<file path="src/rtl/ip_send.sv">
// Transmit-side IPv4 layer: builds a 20-byte header with its checksum and streams header + payload to the MAC.
// Optional feature: define IP_SEND_DF_EN to set the Don't Fragment flag (header byte 6 = 0x40).
module ip_send #(
  parameter logic [7:0]  TTL     = 8'd128,
  parameter logic [7:0]  TOS     = 8'd0,
  parameter logic [10:0] MAX_PAY = 11'd1480
) (
  input  logic        clock,
  input  logic        reset,
  input  logic        tx_start,
  input  logic        is_icmp,
  input  logic [10:0] payload_len,
  input  logic [31:0] local_ip,
  input  logic [31:0] remote_ip,
  input  logic        tx_ready,
  input  logic [7:0]  payload_data,
  output logic        payload_rd,
  output logic [7:0]  data_out,
  output logic        out_valid,
  output logic        busy,
  output logic        len_err
);

  typedef enum logic [1:0] {ST_IDLE, ST_CSUM, ST_HEADER, ST_PAYLOAD} state_t;

`ifdef IP_SEND_DF_EN
  localparam logic [7:0] FLAGS = 8'h40;
`else
  localparam logic [7:0] FLAGS = 8'h00;
`endif

  state_t      state_q;
  logic        busy_q, out_valid_q, len_err_q, icmp_q;
  logic [7:0]  data_q;
  logic [15:0] ident_q, csum_q;
  logic [10:0] len_q, cnt_q;
  logic [31:0] lip_q, rip_q;
  logic [4:0]  idx_q;
  logic [19:0] acc_q;

  logic [15:0] total_len_d, word_d;
  logic [7:0]  proto_d, hdr_next_d;
  logic [4:0]  idx_inc_d;
  logic        xfer_d;

  assign total_len_d = {5'd0, len_q} + 16'd20;
  assign proto_d     = icmp_q ? 8'h01 : 8'h11;
  assign idx_inc_d   = idx_q + 5'd1;
  assign xfer_d      = out_valid_q & tx_ready;

  // Header words as summed by the checksum; the checksum word itself counts as zero.
  always_comb begin
    word_d = 16'h0000;
    case (cnt_q[3:0])
      4'd0:    word_d = {8'h45, TOS};
      4'd1:    word_d = total_len_d;
      4'd2:    word_d = ident_q;
      4'd3:    word_d = {FLAGS, 8'h00};
      4'd4:    word_d = {TTL, proto_d};
      4'd6:    word_d = lip_q[31:16];
      4'd7:    word_d = lip_q[15:0];
      4'd8:    word_d = rip_q[31:16];
      4'd9:    word_d = rip_q[15:0];
      default: word_d = 16'h0000;
    endcase
  end

  always_comb begin
    hdr_next_d = 8'h00;
    case (idx_inc_d)
      5'd1:    hdr_next_d = TOS;
      5'd2:    hdr_next_d = total_len_d[15:8];
      5'd3:    hdr_next_d = total_len_d[7:0];
      5'd4:    hdr_next_d = ident_q[15:8];
      5'd5:    hdr_next_d = ident_q[7:0];
      5'd6:    hdr_next_d = FLAGS;
      5'd8:    hdr_next_d = TTL;
      5'd9:    hdr_next_d = proto_d;
      5'd10:   hdr_next_d = csum_q[15:8];
      5'd11:   hdr_next_d = csum_q[7:0];
      5'd12:   hdr_next_d = lip_q[31:24];
      5'd13:   hdr_next_d = lip_q[23:16];
      5'd14:   hdr_next_d = lip_q[15:8];
      5'd15:   hdr_next_d = lip_q[7:0];
      5'd16:   hdr_next_d = rip_q[31:24];
      5'd17:   hdr_next_d = rip_q[23:16];
      5'd18:   hdr_next_d = rip_q[15:8];
      5'd19:   hdr_next_d = rip_q[7:0];
      default: hdr_next_d = 8'h00;
    endcase
  end

  always_ff @(posedge clock) begin
    if (reset) begin
      state_q     <= ST_IDLE;
      busy_q      <= 1'b0;
      out_valid_q <= 1'b0;
      len_err_q   <= 1'b0;
      icmp_q      <= 1'b0;
      data_q      <= 8'h00;
      ident_q     <= 16'h0000;
      csum_q      <= 16'h0000;
      len_q       <= 11'd0;
      cnt_q       <= 11'd0;
      lip_q       <= 32'd0;
      rip_q       <= 32'd0;
      idx_q       <= 5'd0;
      acc_q       <= 20'd0;
    end else begin
      len_err_q <= 1'b0;
      case (state_q)
        ST_IDLE: begin
          if (tx_start) begin
            if (payload_len > MAX_PAY) begin
              len_err_q <= 1'b1;
            end else begin
              icmp_q  <= is_icmp;
              len_q   <= payload_len;
              lip_q   <= local_ip;
              rip_q   <= remote_ip;
              busy_q  <= 1'b1;
              cnt_q   <= 11'd0;
              acc_q   <= 20'd0;
              state_q <= ST_CSUM;
            end
          end
        end
        ST_CSUM: begin
          cnt_q <= cnt_q + 11'd1;
          if (cnt_q < 11'd10) begin
            acc_q <= acc_q + {4'd0, word_d};
          end else if (cnt_q == 11'd10) begin
            acc_q <= {4'd0, acc_q[15:0]} + {16'd0, acc_q[19:16]};
          end else if (cnt_q == 11'd11) begin
            csum_q <= ~(acc_q[15:0] + {12'd0, acc_q[19:16]});
          end else begin
            state_q     <= ST_HEADER;
            idx_q       <= 5'd0;
            data_q      <= 8'h45;
            out_valid_q <= 1'b1;
          end
        end
        ST_HEADER: begin
          if (xfer_d) begin
            if (idx_q == 5'd19) begin
              if (len_q == 11'd0) begin
                state_q     <= ST_IDLE;
                out_valid_q <= 1'b0;
                busy_q      <= 1'b0;
                ident_q     <= ident_q + 16'd1;
              end else begin
                state_q <= ST_PAYLOAD;
                cnt_q   <= 11'd0;
              end
            end else begin
              idx_q  <= idx_inc_d;
              data_q <= hdr_next_d;
            end
          end
        end
        ST_PAYLOAD: begin
          if (xfer_d) begin
            cnt_q <= cnt_q + 11'd1;
            if (cnt_q + 11'd1 == len_q) begin
              state_q     <= ST_IDLE;
              out_valid_q <= 1'b0;
              busy_q      <= 1'b0;
              ident_q     <= ident_q + 16'd1;
            end
          end
        end
        default: state_q <= ST_IDLE;
      endcase
    end
  end

  // Payload bytes pass straight through so the upstream sender sees its read strobe in the same cycle.
  assign payload_rd = (state_q == ST_PAYLOAD) & tx_ready;
  assign data_out   = (state_q == ST_PAYLOAD) ? payload_data : data_q;
  assign out_valid  = out_valid_q;
  assign busy       = busy_q;
  assign len_err    = len_err_q;

endmodule

</file>
<file path="config.mk">
export PLATFORM = sky130hd
export DESIGN_NAME = ip_send
export DESIGN_NICKNAME = d
export VERILOG_FILES = /design/src/rtl/ip_send.sv
export SDC_FILE = /design/constraint.sdc
export NUM_CORES = 1
export LEC_CHECK = 0
export BUFFER_PORTS_ARGS = -buffer_cell sky130_fd_sc_hd__buf_4
export CAP_MARGIN = 20
export CORE_UTILIZATION = 35
export CTS_CLUSTER_SIZE = 24
export DETAILED_ROUTE_END_ITERATION = 8
export HOLD_SLACK_MARGIN = 0.15
export PLACE_DENSITY = 0.56
export SLEW_MARGIN = 20
export SYNTH_ARGS = -nofsm -noshare
export SYNTH_HDL_FRONTEND = slang
export SYNTH_SLANG_ARGS = --single-unit
</file>
<file path="constraint.sdc">
create_clock -name clock -period 8.5 [get_ports clock]
set_clock_uncertainty 0.2 [all_clocks]
set_input_delay 1.275 -clock clock [delete_from_list [all_inputs] [get_ports clock]]
set_output_delay 1.275 -clock clock [all_outputs]
set_load 0.02 [all_outputs]
</file>
==> results_tabular.tex <==
\begin{tabular}{lr}
\hline
Metric & Value \\
\hline
\multicolumn{2}{l}{\textbf{Run status}} \\
Status & complete, no violations \\
\multicolumn{2}{l}{\textbf{Worst setup path}} \\
Register-to-register setup slack & 3.99 ns \\
Critical path launch point & cnt\_q[3] \\
Critical path launch point type & register \\
Worst setup path class & register to register \\
R2R cell count & 14 \\
Arrival time of data at the critical path endpoint & 4.69 ns \\
Required time of the critical path & 8.68 ns \\
FF-to-FF End & acc\_q[19] \\
Termination of the worst setup path & acc\_q[19] \\
Reg2Reg Launch Point & cnt\_q[3] \\
Type of destination of the critical path & register \\
Maximum fanout along the worst path & 15 \\
\multicolumn{2}{l}{\textbf{Drt}} \\
Antenna Nets Post-Route & 0 \\
Wire length per cell after detailed routing & 21.86 um \\
Length of the first detailed-routing pass in iterations & 7 \\
Via-per-instance ratio & 5.963 \\
Drt total wl & 36370 um \\
1st-iter DRT viols & 1281 \\
Number of design rule violations left after detail routing & 0 \\
Vias post-DR & 9923 \\
\multicolumn{2}{l}{\textbf{Clocking}} \\
Number of buffers on the longest clock path & 2 \\
Sink Count & 157 \\
CTS H-tree depth & 4 \\
Post-CTS setup repair buffer count & 0 \\
Clock transition at path regs & 0.07 ns \\
Number of CTS-inserted buffers & 17 \\
CTS tree & built \\
Cts repair resizes & 0 \\
Clock latency at the later pin of the worst-skew pair & 0.44 ns \\
Clock Tree Root & sky130\_fd\_sc\_hd\_\_clkbuf\_16 \\
Hold buffers post-CTS & 0 \\
\multicolumn{2}{l}{\textbf{Timing}} \\
Measured slew at the worst slew-check pin & 1.090 ns \\
Post-route fraction of the period consumed by the critical path & 0.5305 \\
Setup repair after global routing missed its margin & false \\
Count of pins over their slew limit & 0 \\
Relative max-transition margin & 0.2721 \\
Aggregate negative setup slack & 0 ns \\
Final critical-path required period & 4.509 ns \\
Smallest setup slack after layout & 3.991 ns \\
Max Clock Freq & 221.8 MHz \\
Setup violations, final & 0 \\
Final Hold Viols & 0 \\
\multicolumn{2}{l}{\textbf{Finish}} \\
Sequential cell area & 3143 sq um \\
Design Area, Final & 11120 sq um \\
Count of antenna diodes in the layout & 0 \\
Layout filler cell count & 2780 \\
Layout net count & 1432 \\
Area taken by multi-input logic gates & 6075 sq um \\
Fraction of final layout cells sized beyond drive strength 1 & 0.1270 \\
Area Growth Syn to Fin & 15.43\% \\
\multicolumn{2}{l}{\textbf{Yosys}} \\
Async SR Flop Fraction & 0 \\
Synthesized area per cell & 7.587 sq um \\
Flip-flop cell with the highest count after synthesis & sky130\_fd\_sc\_hd\_\_dfxtp\_1 \\
Synth top area cells & sky130\_fd\_sc\_hd\_\_dfxtp\_1 33\%, sky130\_fd\_sc\_hd\_\_nand2\_1 9.6\%, sky130\_fd\_sc\_hd\_\_a21oi\_1 7.9\% \\
Post-synth cell types & 73 \\
Area share of the largest cell type after synthesis & 0.3262 \\
Netlist Area Pre-Place & 9635 sq um \\
Dominant cell type by area after synthesis & sky130\_fd\_sc\_hd\_\_dfxtp\_1 \\
Net count of the mapped netlist & 1392 \\
Register bit total from synthesis & 157 \\
Sequential element share of the synthesized area & 0.3262 \\
Count of flip-flops with a built-in enable after synthesis & 0 \\
Count of mapped cells out of synthesis & 1270 \\
Ys Warns & 0 \\
\multicolumn{2}{l}{\textbf{Power and ir drop}} \\
Cell area power density & 213.7 nW/um\^{}2 \\
Worst VDD drop & 111.2 uV \\
Static Leakage & 4.092 nW \\
Overall power after layout & 2.377 mW \\
\multicolumn{2}{l}{\textbf{Global routing}} \\
Total global routing overflow & 0 \\
Global routing usage summed across all routing layers & 0.2576 \\
Via count of the first global-routing pass & 9208 \\
Global-route wire length before repair & 55610 um \\
Maximum number of pins on one net before global-route repair & 87 \\
Antenna violations before repair & 0 \\
\multicolumn{2}{l}{\textbf{Placement}} \\
Area of placed instances & 10510 sq um \\
Placed wire-length estimate after detailed placement & 27360 um \\
Routability congestion estimate from global placement & 0.9858 \\
IO Port Bufs & 99 \\
Pre-CTS setup slack & 4.104 ns \\
\multicolumn{2}{l}{\textbf{Floorplan}} \\
Die ar. & 28200 sq um \\
Placeable core region & 26950 sq um \\
Core Rows & 60 \\
Vertical extent of the die & 167.9 um \\
Die extent in x & 167.9 um \\
Number of top-level pins & 100 \\
Starting utilization of the core area & 0.3575 \\
\multicolumn{2}{l}{\textbf{Flow run}} \\
Max-cap check violation count & 0 \\
\multicolumn{2}{l}{\textbf{Hold path}} \\
Type of the worst min-delay path & register to register \\
\hline
\end{tabular}
## synthesized netlist by cell type (8+ instances only)
cell type and instances:
sky130_fd_sc_hd__nand2_1 246, sky130_fd_sc_hd__dfxtp_1 157, sky130_fd_sc_hd__a21oi_1 152, sky130_fd_sc_hd__nor2_1 78
sky130_fd_sc_hd__clkbuf_1 72, sky130_fd_sc_hd__o21ai_0 45, sky130_fd_sc_hd__a22oi_1 44, sky130_fd_sc_hd__nand3_1 39
sky130_fd_sc_hd__ha_1 32, sky130_fd_sc_hd__xnor2_1 28, sky130_fd_sc_hd__inv_1 22, sky130_fd_sc_hd__nor3_1 21
sky130_fd_sc_hd__and3_1 20, sky130_fd_sc_hd__nor2b_1 19, sky130_fd_sc_hd__a222oi_1 16, sky130_fd_sc_hd__xor2_1 15
sky130_fd_sc_hd__a31oi_1 14, sky130_fd_sc_hd__nand4_1 14, sky130_fd_sc_hd__mux2_2 13, sky130_fd_sc_hd__a21o_1 12
sky130_fd_sc_hd__a22o_1 11, sky130_fd_sc_hd__nor4_1 11, sky130_fd_sc_hd__o211ai_1 11, sky130_fd_sc_hd__a221oi_1 10
sky130_fd_sc_hd__and2_1 10, sky130_fd_sc_hd__nand2b_1 8, sky130_fd_sc_hd__nor3b_1 8
## layout by cell type, fill, tap and decap left out, types with 6 or more instances in the layout
cell type and count:
sky130_fd_sc_hd__nand2_1 246, sky130_fd_sc_hd__dfxtp_1 157, sky130_fd_sc_hd__a21oi_1 152, sky130_fd_sc_hd__buf_4 104, sky130_fd_sc_hd__nor2_1 78, sky130_fd_sc_hd__o21ai_0 45, sky130_fd_sc_hd__a22oi_1 44, sky130_fd_sc_hd__nand3_1 38
sky130_fd_sc_hd__ha_1 32, sky130_fd_sc_hd__xnor2_1 28, sky130_fd_sc_hd__inv_1 22, sky130_fd_sc_hd__nor3_1 21, sky130_fd_sc_hd__and3_1 20, sky130_fd_sc_hd__nor2b_1 18, sky130_fd_sc_hd__clkbuf_16 17, sky130_fd_sc_hd__a222oi_1 16
sky130_fd_sc_hd__xor2_1 15, sky130_fd_sc_hd__a31oi_1 14, sky130_fd_sc_hd__nand4_1 14, sky130_fd_sc_hd__mux2_2 13, sky130_fd_sc_hd__a21o_1 12, sky130_fd_sc_hd__o211ai_1 11, sky130_fd_sc_hd__a22o_1 11, sky130_fd_sc_hd__nor4_1 11
sky130_fd_sc_hd__and2_1 10, sky130_fd_sc_hd__a221oi_1 10, sky130_fd_sc_hd__nand2b_1 8, sky130_fd_sc_hd__nor3b_1 8, sky130_fd_sc_hd__o21a_1 7, sky130_fd_sc_hd__or2_2 7, sky130_fd_sc_hd__a211oi_1 7, sky130_fd_sc_hd__nand3b_1 6
sky130_fd_sc_hd__o41ai_1 6
## sequential cells by signal, summed over array words and instances, names as in the netlist
name       cells
out_valid      1
ident_q       16
acc_q         20
lip_q         32
idx_q          5
cnt_q         11
len_q         11
busy           1
icmp_q         1
data_q         8
csum_q        16
rip_q         32
state_q        2
len_err        1
## kinds of logic after synthesis
group	Yosys count	synth area share
buffers and inverters	106	0.04480
AND/OR/NAND/NOR	509	0.2437
adder cells (fa/ha/maj)	34	0.04571
XOR/XNOR	43	0.03909
flip-flops	157	0.3262
multiplexers	18	0.02039
AO/OA/AOI/OAI	403	0.2801
## worst max-delay path: stages (launching register included)
cell	delay, ns
sky130_fd_sc_hd__dfxtp_1	0.60
sky130_fd_sc_hd__inv_1	0.20
sky130_fd_sc_hd__nor2_1	0.28
sky130_fd_sc_hd__and2_1	0.58
sky130_fd_sc_hd__a22oi_1	0.20
sky130_fd_sc_hd__and3_1	0.26
sky130_fd_sc_hd__inv_1	0.07
sky130_fd_sc_hd__ha_1	0.16
sky130_fd_sc_hd__a211oi_1	0.08
sky130_fd_sc_hd__o211ai_1	0.33
sky130_fd_sc_hd__a31oi_1	0.23
sky130_fd_sc_hd__a2111oi_0	0.56
sky130_fd_sc_hd__o2111ai_1	0.19
sky130_fd_sc_hd__or4_1	0.42
sky130_fd_sc_hd__nand3_1	0.09
## routing by layer
layer | GRT usage | wire length, um | vias up
li1 | - | - | 4719
met1 | 0.3644 | 16430 | 4695
met2 | 0.3761 | 15600 | 439
met3 | 0.06347 | 3225 | 70
met4 | 0.09294 | 1119 | 0
met5 | 0 | 0 | -
## area by class of cell
| cell class | instances | share of cell area |
|---|---|---|
| multi-input combinational | 1007 | 0.5462 |
| sequential | 157 | 0.2826 |
| timing repair buffer | 105 | 0.07155 |
| tap | 341 | 0.03836 |
| clock buffer | 17 | 0.03825 |
| clock inverter | 15 | 0.01564 |
| inverter | 22 | 0.007425 |
## metrics by stage
| step | instances | hold WS, ns | util |
|---|---|---|---|
| 5_1_grt | 1664 | 0.2839 | 0.4127 |
| 3_5_place_dp | 1631 | 0.2424 | 0.3899 |
| 3_3_place_gp | 1631 | 0.2415 | 0.3898 |
| 2_1_floorplan | 1270 | 0.2196 | - |
| 4_1_cts | 1663 | 0.2598 | 0.4121 |
| 6_report | 1664 | 0.2549 | 0.4127 |
## worst min path at each step
stage | start | to | slack [ns] | cells after the start
after floorplan | data_q[1] | data_q[1] | 0.22 | 2
after global placement | data_q[5] | data_q[5] | 0.24 | 2
after detailed placement | data_q[4] | data_q[4] | 0.24 | 2
after CTS | data_q[4] | data_q[4] | 0.26 | 2
after global routing | icmp_q | icmp_q | 0.28 | 2
final | data_q[4] | data_q[4] | 0.25 | 2
## power breakdown
group	internal [mW]	total [mW]	switching, mW	leakage (nW)
Sequential	0.804	0.922	0.118	1.28
Clock	0.397	0.777	0.380	0.292
Combinational	0.237	0.678	0.441	2.52
No activity file was read; power rests on OpenSTA's default activity.
